--- src/rtl/i2s_pkg.sv ---
// Shared constants, mode encoding and the slot bit-position helper for the I2S transmitter.
package i2s_pkg;

  typedef enum logic [1:0] {
    MODE_I2S = 2'd0,
    MODE_LJ  = 2'd1,
    MODE_RJ  = 2'd2
  } i2s_mode_e;

  localparam int unsigned DEF_DATA_W     = 24;
  localparam int unsigned DEF_SLOT_W     = 32;
  localparam int unsigned DEF_BCLK_DIV   = 4;
  localparam int unsigned DEF_FIFO_DEPTH = 4;

  // Word bit carried at in-slot position p, or -1 when the slot is padding there.
  // The reserved encoding falls through to I2S alignment.
  function automatic int bit_index(input logic [1:0] mode, input int p,
                                   input int dw, input int sw);
    int k;
    k = -1;
    case (mode)
      MODE_LJ: if (p < dw) k = dw - 1 - p;
      MODE_RJ: if (p >= sw - dw) k = sw - 1 - p;
      default: if (p >= 1 && p <= dw) k = dw - p;
    endcase
    return k;
  endfunction

endpackage

--- src/rtl/sync_fifo.sv ---
// Single-clock FIFO with occupancy count; push while full and pop while empty are ignored.
module sync_fifo #(
  parameter int unsigned WIDTH = 48,
  parameter int unsigned DEPTH = 4
) (
  input  logic                     clk,
  input  logic                     reset_n,
  input  logic                     push,
  input  logic                     pop,
  input  logic [WIDTH-1:0]         wdata,
  output logic [WIDTH-1:0]         rdata,
  output logic                     full,
  output logic                     empty,
  output logic [$clog2(DEPTH):0]   level
);

  localparam int unsigned AW = $clog2(DEPTH);

  logic [WIDTH-1:0] mem [DEPTH];
  logic [AW-1:0]    wr_ptr;
  logic [AW-1:0]    rd_ptr;
  logic             do_push;
  logic             do_pop;

  assign full    = (level == (AW+1)'(DEPTH));
  assign empty   = (level == '0);
  assign do_push = push && !full;
  assign do_pop  = pop && !empty;
  assign rdata   = mem[rd_ptr];

  always_ff @(posedge clk or negedge reset_n) begin
    if (!reset_n) begin
      wr_ptr <= '0;
      rd_ptr <= '0;
      level  <= '0;
    end else begin
      if (do_push) wr_ptr <= wr_ptr + AW'(1);
      if (do_pop)  rd_ptr <= rd_ptr + AW'(1);
      if (do_push && !do_pop)      level <= level + (AW+1)'(1);
      else if (do_pop && !do_push) level <= level - (AW+1)'(1);
    end
  end

  // Storage needs no reset: pointers define which entries are valid.
  always_ff @(posedge clk) begin
    if (do_push) mem[wr_ptr] <= wdata;
  end

endmodule

--- src/rtl/i2s_stream_tx.sv ---
// Stereo sample FIFO feeding an I2S / left- / right-justified serial frame engine (BCLK master).
module i2s_stream_tx
  import i2s_pkg::*;
#(
  parameter int unsigned DATA_W     = DEF_DATA_W,
  parameter int unsigned SLOT_W     = DEF_SLOT_W,
  parameter int unsigned BCLK_DIV   = DEF_BCLK_DIV,
  parameter int unsigned FIFO_DEPTH = DEF_FIFO_DEPTH
) (
  input  logic                          clk,
  input  logic                          reset_n,
  input  logic                          enable,
  input  logic [1:0]                    mode,
  input  logic                          s_valid,
  output logic                          s_ready,
  input  logic [DATA_W-1:0]             s_data_l,
  input  logic [DATA_W-1:0]             s_data_r,
  output logic                          bclk,
  output logic                          lrclk,
  output logic                          sdata,
  output logic                          frame_start,
  input  logic                          underrun_clr,
  output logic                          underrun,
  output logic [$clog2(FIFO_DEPTH):0]   fifo_level
);

  localparam int unsigned LVL_W  = $clog2(FIFO_DEPTH) + 1;
  localparam int unsigned DIV_W  = $clog2(BCLK_DIV);
  localparam int unsigned BIT_W  = $clog2(2 * SLOT_W);
  localparam int unsigned PAIR_W = 2 * DATA_W;
  localparam int unsigned IDX_W  = $clog2(DATA_W);

  localparam logic [DIV_W-1:0] DIV_LAST = DIV_W'(BCLK_DIV - 1);
  localparam logic [DIV_W-1:0] DIV_HALF = DIV_W'(BCLK_DIV / 2);
  localparam logic [BIT_W-1:0] BIT_LAST = BIT_W'(2 * SLOT_W - 1);
  localparam logic [BIT_W-1:0] BIT_SLOT = BIT_W'(SLOT_W);
  localparam logic [LVL_W-1:0] FULL_LVL = LVL_W'(FIFO_DEPTH);

  localparam logic [0:0] ST_IDLE = 1'b0;
  localparam logic [0:0] ST_RUN  = 1'b1;

  logic [0:0]        state_q, state_d;
  logic [DIV_W-1:0]  div_q, div_d, div_step;
  logic [BIT_W-1:0]  bit_q, bit_d;
  logic [PAIR_W-1:0] hold_q, hold_d;
  logic [1:0]        mode_q, mode_d;
  logic              bclk_d, lrclk_d, sdata_d, fs_d, underrun_d, s_ready_d;
  logic              fall_c, start_c, shift_c, pop_c, push_c, underrun_set_c;
  logic [LVL_W-1:0]  lvl_d;
  logic [DATA_W-1:0] word;
  int                p;
  int                k;

  logic [PAIR_W-1:0] fifo_rdata;
  logic              fifo_full, fifo_empty;

  assign push_c = s_valid && s_ready && !fifo_full;

  sync_fifo #(
    .WIDTH (PAIR_W),
    .DEPTH (FIFO_DEPTH)
  ) u_fifo (
    .clk     (clk),
    .reset_n (reset_n),
    .push    (push_c),
    .pop     (pop_c),
    .wdata   ({s_data_l, s_data_r}),
    .rdata   (fifo_rdata),
    .full    (fifo_full),
    .empty   (fifo_empty),
    .level   (fifo_level)
  );

  // Frame engine: BCLK divider, bit sequencing, frame pops and serial bit selection.
  always_comb begin
    state_d        = state_q;
    div_d          = div_q;
    bit_d          = bit_q;
    hold_d         = hold_q;
    mode_d         = mode_q;
    bclk_d         = 1'b0;
    lrclk_d        = lrclk;
    sdata_d        = sdata;
    fs_d           = 1'b0;
    start_c        = 1'b0;
    shift_c        = 1'b0;
    pop_c          = 1'b0;
    underrun_set_c = 1'b0;
    word           = '0;
    p              = 0;
    k              = -1;
    fall_c         = (div_q == DIV_LAST);
    div_step       = fall_c ? '0 : div_q + DIV_W'(1);

    case (state_q)
      ST_RUN: begin
        div_d  = div_step;
        bclk_d = (div_step >= DIV_HALF);
        if (fall_c) begin
          if (bit_q != BIT_LAST) begin
            bit_d   = bit_q + BIT_W'(1);
            shift_c = 1'b1;
          end else if (enable) begin
            bit_d   = '0;
            start_c = 1'b1;
          end else begin
            state_d = ST_IDLE;
            bit_d   = '0;
            div_d   = '0;
            bclk_d  = 1'b0;
            lrclk_d = 1'b0;
            sdata_d = 1'b0;
            hold_d  = '0;
          end
        end
      end
      default: begin
        lrclk_d = 1'b0;
        sdata_d = 1'b0;
        if (enable) begin
          div_d  = div_step;
          bclk_d = (div_step >= DIV_HALF);
          if (fall_c) begin
            state_d = ST_RUN;
            bit_d   = '0;
            start_c = 1'b1;
          end
        end else begin
          div_d = '0;
        end
      end
    endcase

    // An empty FIFO at frame start yields a silent frame.
    if (start_c) begin
      pop_c          = 1'b1;
      fs_d           = 1'b1;
      mode_d         = mode;
      hold_d         = fifo_empty ? '0 : fifo_rdata;
      underrun_set_c = fifo_empty;
    end

    if (start_c || shift_c) begin
      lrclk_d = (bit_d >= BIT_SLOT);
      p       = lrclk_d ? int'(bit_d) - int'(SLOT_W) : int'(bit_d);
      word    = lrclk_d ? hold_d[DATA_W-1:0] : hold_d[PAIR_W-1:DATA_W];
      k       = bit_index(mode_d, p, int'(DATA_W), int'(SLOT_W));
      sdata_d = (k >= 0) ? word[k[IDX_W-1:0]] : 1'b0;
    end

    underrun_d = underrun_set_c ? 1'b1 : (underrun_clr ? 1'b0 : underrun);

    lvl_d = fifo_level;
    if (push_c && !(pop_c && !fifo_empty))      lvl_d = fifo_level + LVL_W'(1);
    else if (!push_c && pop_c && !fifo_empty)   lvl_d = fifo_level - LVL_W'(1);
    s_ready_d = (lvl_d != FULL_LVL);
  end

  always_ff @(posedge clk or negedge reset_n) begin
    if (!reset_n) begin
      state_q     <= ST_IDLE;
      div_q       <= '0;
      bit_q       <= '0;
      hold_q      <= '0;
      mode_q      <= '0;
      bclk        <= 1'b0;
      lrclk       <= 1'b0;
      sdata       <= 1'b0;
      frame_start <= 1'b0;
      underrun    <= 1'b0;
      s_ready     <= 1'b0;
    end else begin
      state_q     <= state_d;
      div_q       <= div_d;
      bit_q       <= bit_d;
      hold_q      <= hold_d;
      mode_q      <= mode_d;
      bclk        <= bclk_d;
      lrclk       <= lrclk_d;
      sdata       <= sdata_d;
      frame_start <= fs_d;
      underrun    <= underrun_d;
      s_ready     <= s_ready_d;
    end
  end

endmodule

--- config.mk ---
export PLATFORM = sky130hd
export DESIGN_NAME = i2s_stream_tx
export DESIGN_NICKNAME = d
export VERILOG_FILES = /design/src/rtl/i2s_pkg.sv /design/src/rtl/sync_fifo.sv /design/src/rtl/i2s_stream_tx.sv
export SDC_FILE = /design/constraint.sdc
export NUM_CORES = 1
export LEC_CHECK = 0
export BUFFER_PORTS_ARGS = -buffer_cell sky130_fd_sc_hd__buf_4
export CORE_UTILIZATION = 40
export CTS_CLUSTER_DIAMETER = 40
export DETAILED_ROUTE_END_ITERATION = 12
export PLACE_DENSITY = 0.56
export REMOVE_ABC_BUFFERS = 1
export SLEW_MARGIN = 25
export SYNTH_ARGS = -nofsm -noshare
export SYNTH_HDL_FRONTEND = slang
export SYNTH_SLANG_ARGS = --single-unit
--- constraint.sdc ---
create_clock -name clk -period 4.3 [get_ports clk]
set_input_delay 0.215 -clock clk [delete_from_list [all_inputs] [get_ports clk]]
set_output_delay 0.215 -clock clk [all_outputs]
set_load 0.005 [all_outputs]
* Yosys cells after proc, flatten, opt, wreduce, memory -nomap -nowiden
Memories as Yosys holds them, arrays and structs flattened.
Cells that the tools add are included.
W data, S select, Z words.
** Cells by class
- Add/sub/neg operators :: 10
- $lt $le $gt $ge :: 8
- Equality and inequality tests :: 9
- Multiplexer cells :: 59
- Reductions and logical operators :: 20
** Operators with widths (number)
- $mux W48 :: 6
- $mux W32 :: 5
- $sub A6 B32 Y32 const A :: 3
- $pmux W32 S2 :: 1
- $ge A32 B1 Y1 const B :: 1
- $ge A32 B2 Y1 const B :: 1
- $ge A32 B5 Y1 const B :: 1
- $le A32 B6 Y1 const B :: 1
- $lt A32 B6 Y1 const B :: 1
- $mux W1 :: 30
- $mux W6 :: 5
- $mux W24 :: 1
- $mux W2 :: 6
- $mux W3 :: 4
- $logic_and A1 B1 Y1 :: 10
- $sub A6 B6 Y7 const B :: 1
- $add A2 B1 Y2 const B :: 3
- $add A6 B1 Y6 const B :: 1
- $ge A6 B6 Y1 const B :: 1
- $lt A5 B6 Y1 const B :: 1
- $ne A3 B2 Y1 const B :: 2
- $ne A6 B6 Y1 const B :: 1
- $bmux W1 S5 :: 1
- $logic_not A1 Y1 :: 5
- other kinds (12) :: 14
** Storage, ports and cells
- Register bits after elaboration :: 72
- RAM bits :: 192
- Input bits :: 55
- Output and inout bits :: 9
- Logic and storage cells :: 121
- Memories kept :: 1
** Memory list
- u_fifo.mem :: words 4, bits a word 48, read ports 1, clocked after Yosys merged registers in 0, write ports 1, line sync_fifo.sv:19 : logic [WIDTH-1:0] mem [DEPTH];

* Logic depth before layout (Yosys ltp)
- Depth in word-level cells :: 15
- Mapped depth :: 27
- Gate-level depth less buffers :: 23

* Hierarchy
A second synthesis with hierarchy kept.
** Unflattened totals
- Cells, all modules :: 629
- Area, all modules :: 11169.5 um2
** Modules (own cells, without submodules)
- sync_fifo :: instances 1, cells each 287, area each 7410.9 um2, seq. area each 5940.7 um2
- i2s_stream_tx :: instances 1, cells each 342, area each 3758.6 um2, seq. area each 1601.5 um2

* Worst setup path after synthesis
OpenSTA, ideal clock, no wires.
- Kind :: register to register
- Start point :: register, netlist name bclk
- End point :: register sdata
- Setup time :: 0.124 ns
- Arrival :: 4.380 ns
- Required time :: 4.176 ns
- Path slack :: -0.204 ns
- Stages on the path, launching flop included :: 26
- Period minus slack after synthesis :: 4.504 ns
- Cell sequence :: dfrtp_1 ha_1 o21a_1 mux2i_1 and2_1 clkbuf_1 inv_1 ha_1 o2111ai_1 nand2_1 inv_1 ha_1 inv_1 ha_1 xnor2_1 xor2_1 o41a_1 o221ai_4 o22a_1 buf_6 buf_12 mux2_4 a221oi_1 mux2i_1 mux2i_1 o21ai_1
** RTL lines
- end signal, assigned :: line i2s_stream_tx.sv:180 : sdata <= sdata_d;
- end, declared :: line i2s_stream_tx.sv:20 : output logic sdata,

* Worst setup path after layout
- Start point :: register bit_q[1]
- End point :: register sdata
** Between the ends
- Cells in the longest elaborated chain, start to end :: 15
** RTL lines
- start, declared :: line i2s_stream_tx.sv:44 : logic [BIT_W-1:0] bit_q, bit_d;
- start signal, assigned :: line i2s_stream_tx.sv:175 : bit_q <= bit_d;
- branches (longest 15 deep; another with $ge A32 B2 Y1)
Several ways; the timed one is not identified. The select of a mux whose other input is x is not followed.
A chain may end at the register's enable or synchronous reset.

==> results <==
- The run finished with clean final reports.
- The first-pass GRT wire length is between 30000 and 40000 microns.
- The async set or reset register ratio after synthesis is 0.270.
- The port buffer count is 63.
- The final layout contains 880 nets.
- The register bit count reported by yosys is roughly 260.
- For this run, the leading register cell type out of synthesis is sky130_fd_sc_hd__edfxtp_1.
- The via count of the first global-routing pass is between 6000 and 7000.
- Setup violations remaining at the end of the flow were counted as 0.
- The hold violation total from the final report is 0.
- The cell internal power dissipation is 7.80 mW.
- In this run the vertical extent of the chip is around 170 microns.
- The number of DRC violations after detailed-routing iteration 0 is ~360.
- Dividing the detail-routed via count by the number of cells gives approximately 5.3.
- By startpoint and endpoint, the worst setup path is classified as flop to flop.
- The TritonCTS clock tree is done.
- The number of cells in the design after placement is ~1000.
- For the final database, setup skew stands at around 0.016 ns.
- The met2 track demand over resource is 0.283.
- The endpoint kind of the worst setup timing path is a flop.
- For this run, the register share of the synthesized area comes to 0.695.
- The core region is approximately 26000 sq um.
- In the finished design, the share of the clock period the worst path needs comes to 0.944.
- The highest achievable clock rate is around 250 MHz.
- At the end of routability-driven placement, the weighted congestion stood at roughly 0.8.
- The area growth from synthesis to layout is 31.0%.
- The detailed-route wire length is around 23000 microns.
- The number of cell rows is 59.
- Clock tree synthesis found a total of 263 sinks.
- On the critical path, the stage with the largest delay is an instance of sky130_fd_sc_hd__or3_4.
- The die covers ~28000 sq um.
- The count of flip-flops with a built-in enable after synthesis is 192.
- Entering global routing, the biggest net connects 72 pins.
- The residual antenna-violating net count after detailed routing is 0.
- The most common cell after layout, fill and taps aside is sky130_fd_sc_hd__edfxtp_1.
- The reg-to-reg critical path startpoint is bit_q[1].
- The area taken by multi-input logic gates is 3290 sq um.
- In this run the cell area of the synthesized design comes to 10900 sq um.
- In this run, CTS created clock tree buffers numbering 39.
- The highest net fanout along the worst path is 7.
- In this run the mean area of a mapped cell was 17.8 sq um.
- The number of antenna violations at the first check in global routing came to 0.
- The detail-routed net length per standard cell is just under 20 microns.
- The final routed DRC violation total is 0.
- Excluding fillers, the count of instances in the completed layout stands at about 1200.
- For this run, the detailed router's first-pass iteration total came to 4.
- The final global-route overflow total is 0.
- The clock insertion delay at the later pin of the skew report is 0.53 ns.
- The most congested layer reported by global routing is met2.
- The die boundary width is 167 microns.
- The final critical-path required period is roughly 4.1 ns.
- Of the cells placed in the final design, the portion with a size suffix greater than 1 is 0.351.
- The startpoint kind of the worst setup timing path is a flop.
- The startpoint identified for the worst hold timing path is s_valid.
- By area the synthesized netlist is led by sky130_fd_sc_hd__edfxtp_1, sky130_fd_sc_hd__dfrtp_1, sky130_fd_sc_hd__mux4_2.
- The required time at the endpoint of the critical path is 4.70 ns.
- The deepest clock path buffer count is 3.
- The H-tree generated during clock tree synthesis spans 2 levels.
- The synthesized design spends more area on one cell type than any other, namely sky130_fd_sc_hd__edfxtp_1.
- For this configuration, the core starts out at a cell density of 0.412.
- After synthesis, the netlist uses 62 different library cells.
- For this run, the share of the core covered by cells in the final layout is 0.539.
- The critical path goes through ha_2 -> nand3_2 -> or3_4 -> and2_4 -> buf_4 -> nor3_4 -> nand2_1 -> and2_4 -> inv_2 -> ha_4 -> xnor2_4 -> xor2_2 -> o41a_1 -> o221ai_4 -> o22a_4 -> buf_12 -> buf_6 -> mux2i_2 -> o22ai_1 -> a221oi_2 -> mux2i_1 -> mux2i_1 -> o21ai_1.
- Of the total power, registers draw 0.308.
- The relative slew slack is 0.481.
- The Yosys step of the flow raised 0 warnings.
- The synthesized instance count is ~610.
- The class of the tightest hold or removal check is input pin to flop.
- The top-level I/O count is 64.
- Tracing the worst setup path back leads to its startpoint at bit_q[1].
- The library cells used most frequently in the layout, excluding fill and tap cells, are sky130_fd_sc_hd__edfxtp_1, sky130_fd_sc_hd__buf_4, sky130_fd_sc_hd__dfrtp_1, sky130_fd_sc_hd__dlygate4sd3_1.
- The analysis attributes to cell leakage a power of around 5.4 nW.
- Clock-pin slew was measured on the worst setup and hold paths at roughly 0.06 ns.
- Data arrives at the worst endpoint at between 4 and 5 ns.
- The power per cell area is 827 nW/um^2.
- Counting the fill cells in the layout gives between 2000 and 2500.
- The overall track demand over capacity in global routing is 0.172.
- At the pin with the least slew margin, the transition time is approximately 0.78 ns.
- Across all layers, the routed design uses about 6200 vias.
- The maximum VDD drop is 0.000593 V.
- Summed over all nets, the half-perimeter wirelength after detailed placement is 14400 microns.
- The met3 track utilization from global routing is 0.0292.
- The number of antenna diodes in the final layout is 0.
- The sequential cell area is 7550 sq um.
- The clock group share of total power is 0.265.
- For this design the total switching power over the nets is about 4.0 mW.
- The number of pins exceeding their max-slew limit in the final report is 0.
- The share of total power dissipated in combinational logic is 0.427.
- The final hold slack is about 0.19 ns.
- The share of synthesized area in the top cell type comes to 0.531.
- The reported max-cap violation count is 0.
- The cell sitting at the root of the clock tree is a sky130_fd_sc_hd__clkbuf_16.
- The worst stage delay on the critical path is 0.40 ns.
- The switching portion of total power is 0.336.
- The global routing met1 resource utilization is 0.233.
-- kinds of logic (layout without fill, tap and decap cells) --
kind of cell	count (synthesis)	count (layout)	share of synthesized area
flip-flops	263	263	0.695
AO/OA/AOI/OAI	109	109	0.0807
multiplexers	84	84	0.135
AND/OR/NAND/NOR	68	68	0.0330
buffers and inverters	51	272	0.0218
adder cells (fa/ha/maj)	23	23	0.0265
XOR/XNOR	10	10	0.00807
other	1	3	0.000345
-- path summary, 6_finish.rpt --
| check | to | slack (ns) | cells after the start |
|---|---|---|---|
| max in group asynchronous | u_fifo.rd_ptr[1] | 3.50 | 2 |
| setup / recovery | sdata | 0.24 | 23 |
| hold / removal | u_fifo.wr_ptr[1] | 0.19 | 4 |
| min in group asynchronous | u_fifo.level[2] | 0.27 | 2 |
| setup reg to reg | sdata | 0.24 | 23 |
| hold reg to reg | div_q[0] | 0.48 | 1 |
-- worst max-delay path: cells and delay by family (launching register included) --
kind,cells,cell delay (ns)
simple gates,6,1.10
compound gates,6,0.96
buf+inv,4,0.47
mux,3,0.41
flops,1,0.35
fa+ha+maj,2,0.33
xor+xnor,2,0.29
-- metal layers --
layer | routed length, microns | vias up
met5 | 0 | -
met4 | 509 | 0
met3 | 894 | 40
met2 | 11400 | 138
met1 | 10400 | 3177
li1 | - | 2825
-- final cells by class --
type,count,area share
Clock buffer,41,0.0699
Tap cell,335,0.0295
Sequential cell,263,0.531
Clock inverter,30,0.0230
Multi-Input combinational cell,297,0.231
Inverter,22,0.00581
Timing Repair Buffer,179,0.109
-- synth_stat cells (2+ instances only) --
master	number
sky130_fd_sc_hd__a221oi_1	4
sky130_fd_sc_hd__o2111ai_1	4
sky130_fd_sc_hd__o22ai_1	7
sky130_fd_sc_hd__mux2_4	3
sky130_fd_sc_hd__dfrtp_1	71
sky130_fd_sc_hd__o21ai_1	4
sky130_fd_sc_hd__nor3_1	2
sky130_fd_sc_hd__nand3_1	5
sky130_fd_sc_hd__o21a_1	2
sky130_fd_sc_hd__inv_1	22
sky130_fd_sc_hd__ha_1	23
sky130_fd_sc_hd__nor2b_1	2
sky130_fd_sc_hd__nand3b_1	3
sky130_fd_sc_hd__nand2_1	22
sky130_fd_sc_hd__o21ai_0	11
sky130_fd_sc_hd__xnor2_1	8
sky130_fd_sc_hd__a21o_1	2
sky130_fd_sc_hd__or3_1	2
sky130_fd_sc_hd__a22o_1	48
sky130_fd_sc_hd__and3_1	2
sky130_fd_sc_hd__xor2_1	2
sky130_fd_sc_hd__o211ai_1	2
sky130_fd_sc_hd__edfxtp_1	192
sky130_fd_sc_hd__and2_1	7
sky130_fd_sc_hd__a21oi_1	8
sky130_fd_sc_hd__mux4_2	48
sky130_fd_sc_hd__buf_2	2
sky130_fd_sc_hd__clkbuf_1	21
sky130_fd_sc_hd__mux2_2	5
sky130_fd_sc_hd__buf_6	3
sky130_fd_sc_hd__nor2_1	13
sky130_fd_sc_hd__mux2i_1	28
sky130_fd_sc_hd__o32ai_1	2
-- state kept, by name, indices dropped and copies added, names as in the netlist --
name           cells
bclk               1
bit_q              6
div_q              1
frame_start        1
hold_q            48
lrclk              1
mode_q             2
s_ready            1
sdata              1
state_q            1
u_fifo.level       3
u_fifo.mem       192
u_fifo.rd_ptr      2
u_fifo.wr_ptr      2
underrun           1
-- power by group through the flow --
stage,combinational (mW),sequential (mW),clock [mW]
2_1_floorplan,2.69,3.65,0
3_3_place_gp,4.22,3.65,0
3_5_place_dp,4.24,3.67,0
4_1_cts,4.53,3.63,3.19
5_1_grt,5.43,3.69,3.29
6_report,5.02,3.62,3.12
-- stage by stage --
stage	power, mW	setup TNS, ns	setup slack [ns]	instance area (sq um)
3_3_place_gp	7.86	0	0.00461	12000
5_1_grt	12.4	-0.0459	-0.0459	14200
3_5_place_dp	7.92	-0.0724	-0.0724	12000
4_1_cts	11.3	0	0.000897	13900
6_report	11.8	0	0.243	14200
2_1_floorplan	6.34	-0.651	-0.651	10700
-- repair_timing --
item                                    4_1_cts  5_1_grt
buffers inserted                              3        9
pin swaps                                     5       17
endpoints found under the setup margin        1        1
cloned                                        0        1
hold buffers                                 53        0
hold endpoints to repair                    267        0
gates resized for setup                       5       36
No activity file was read; power rests on OpenSTA's default activity.
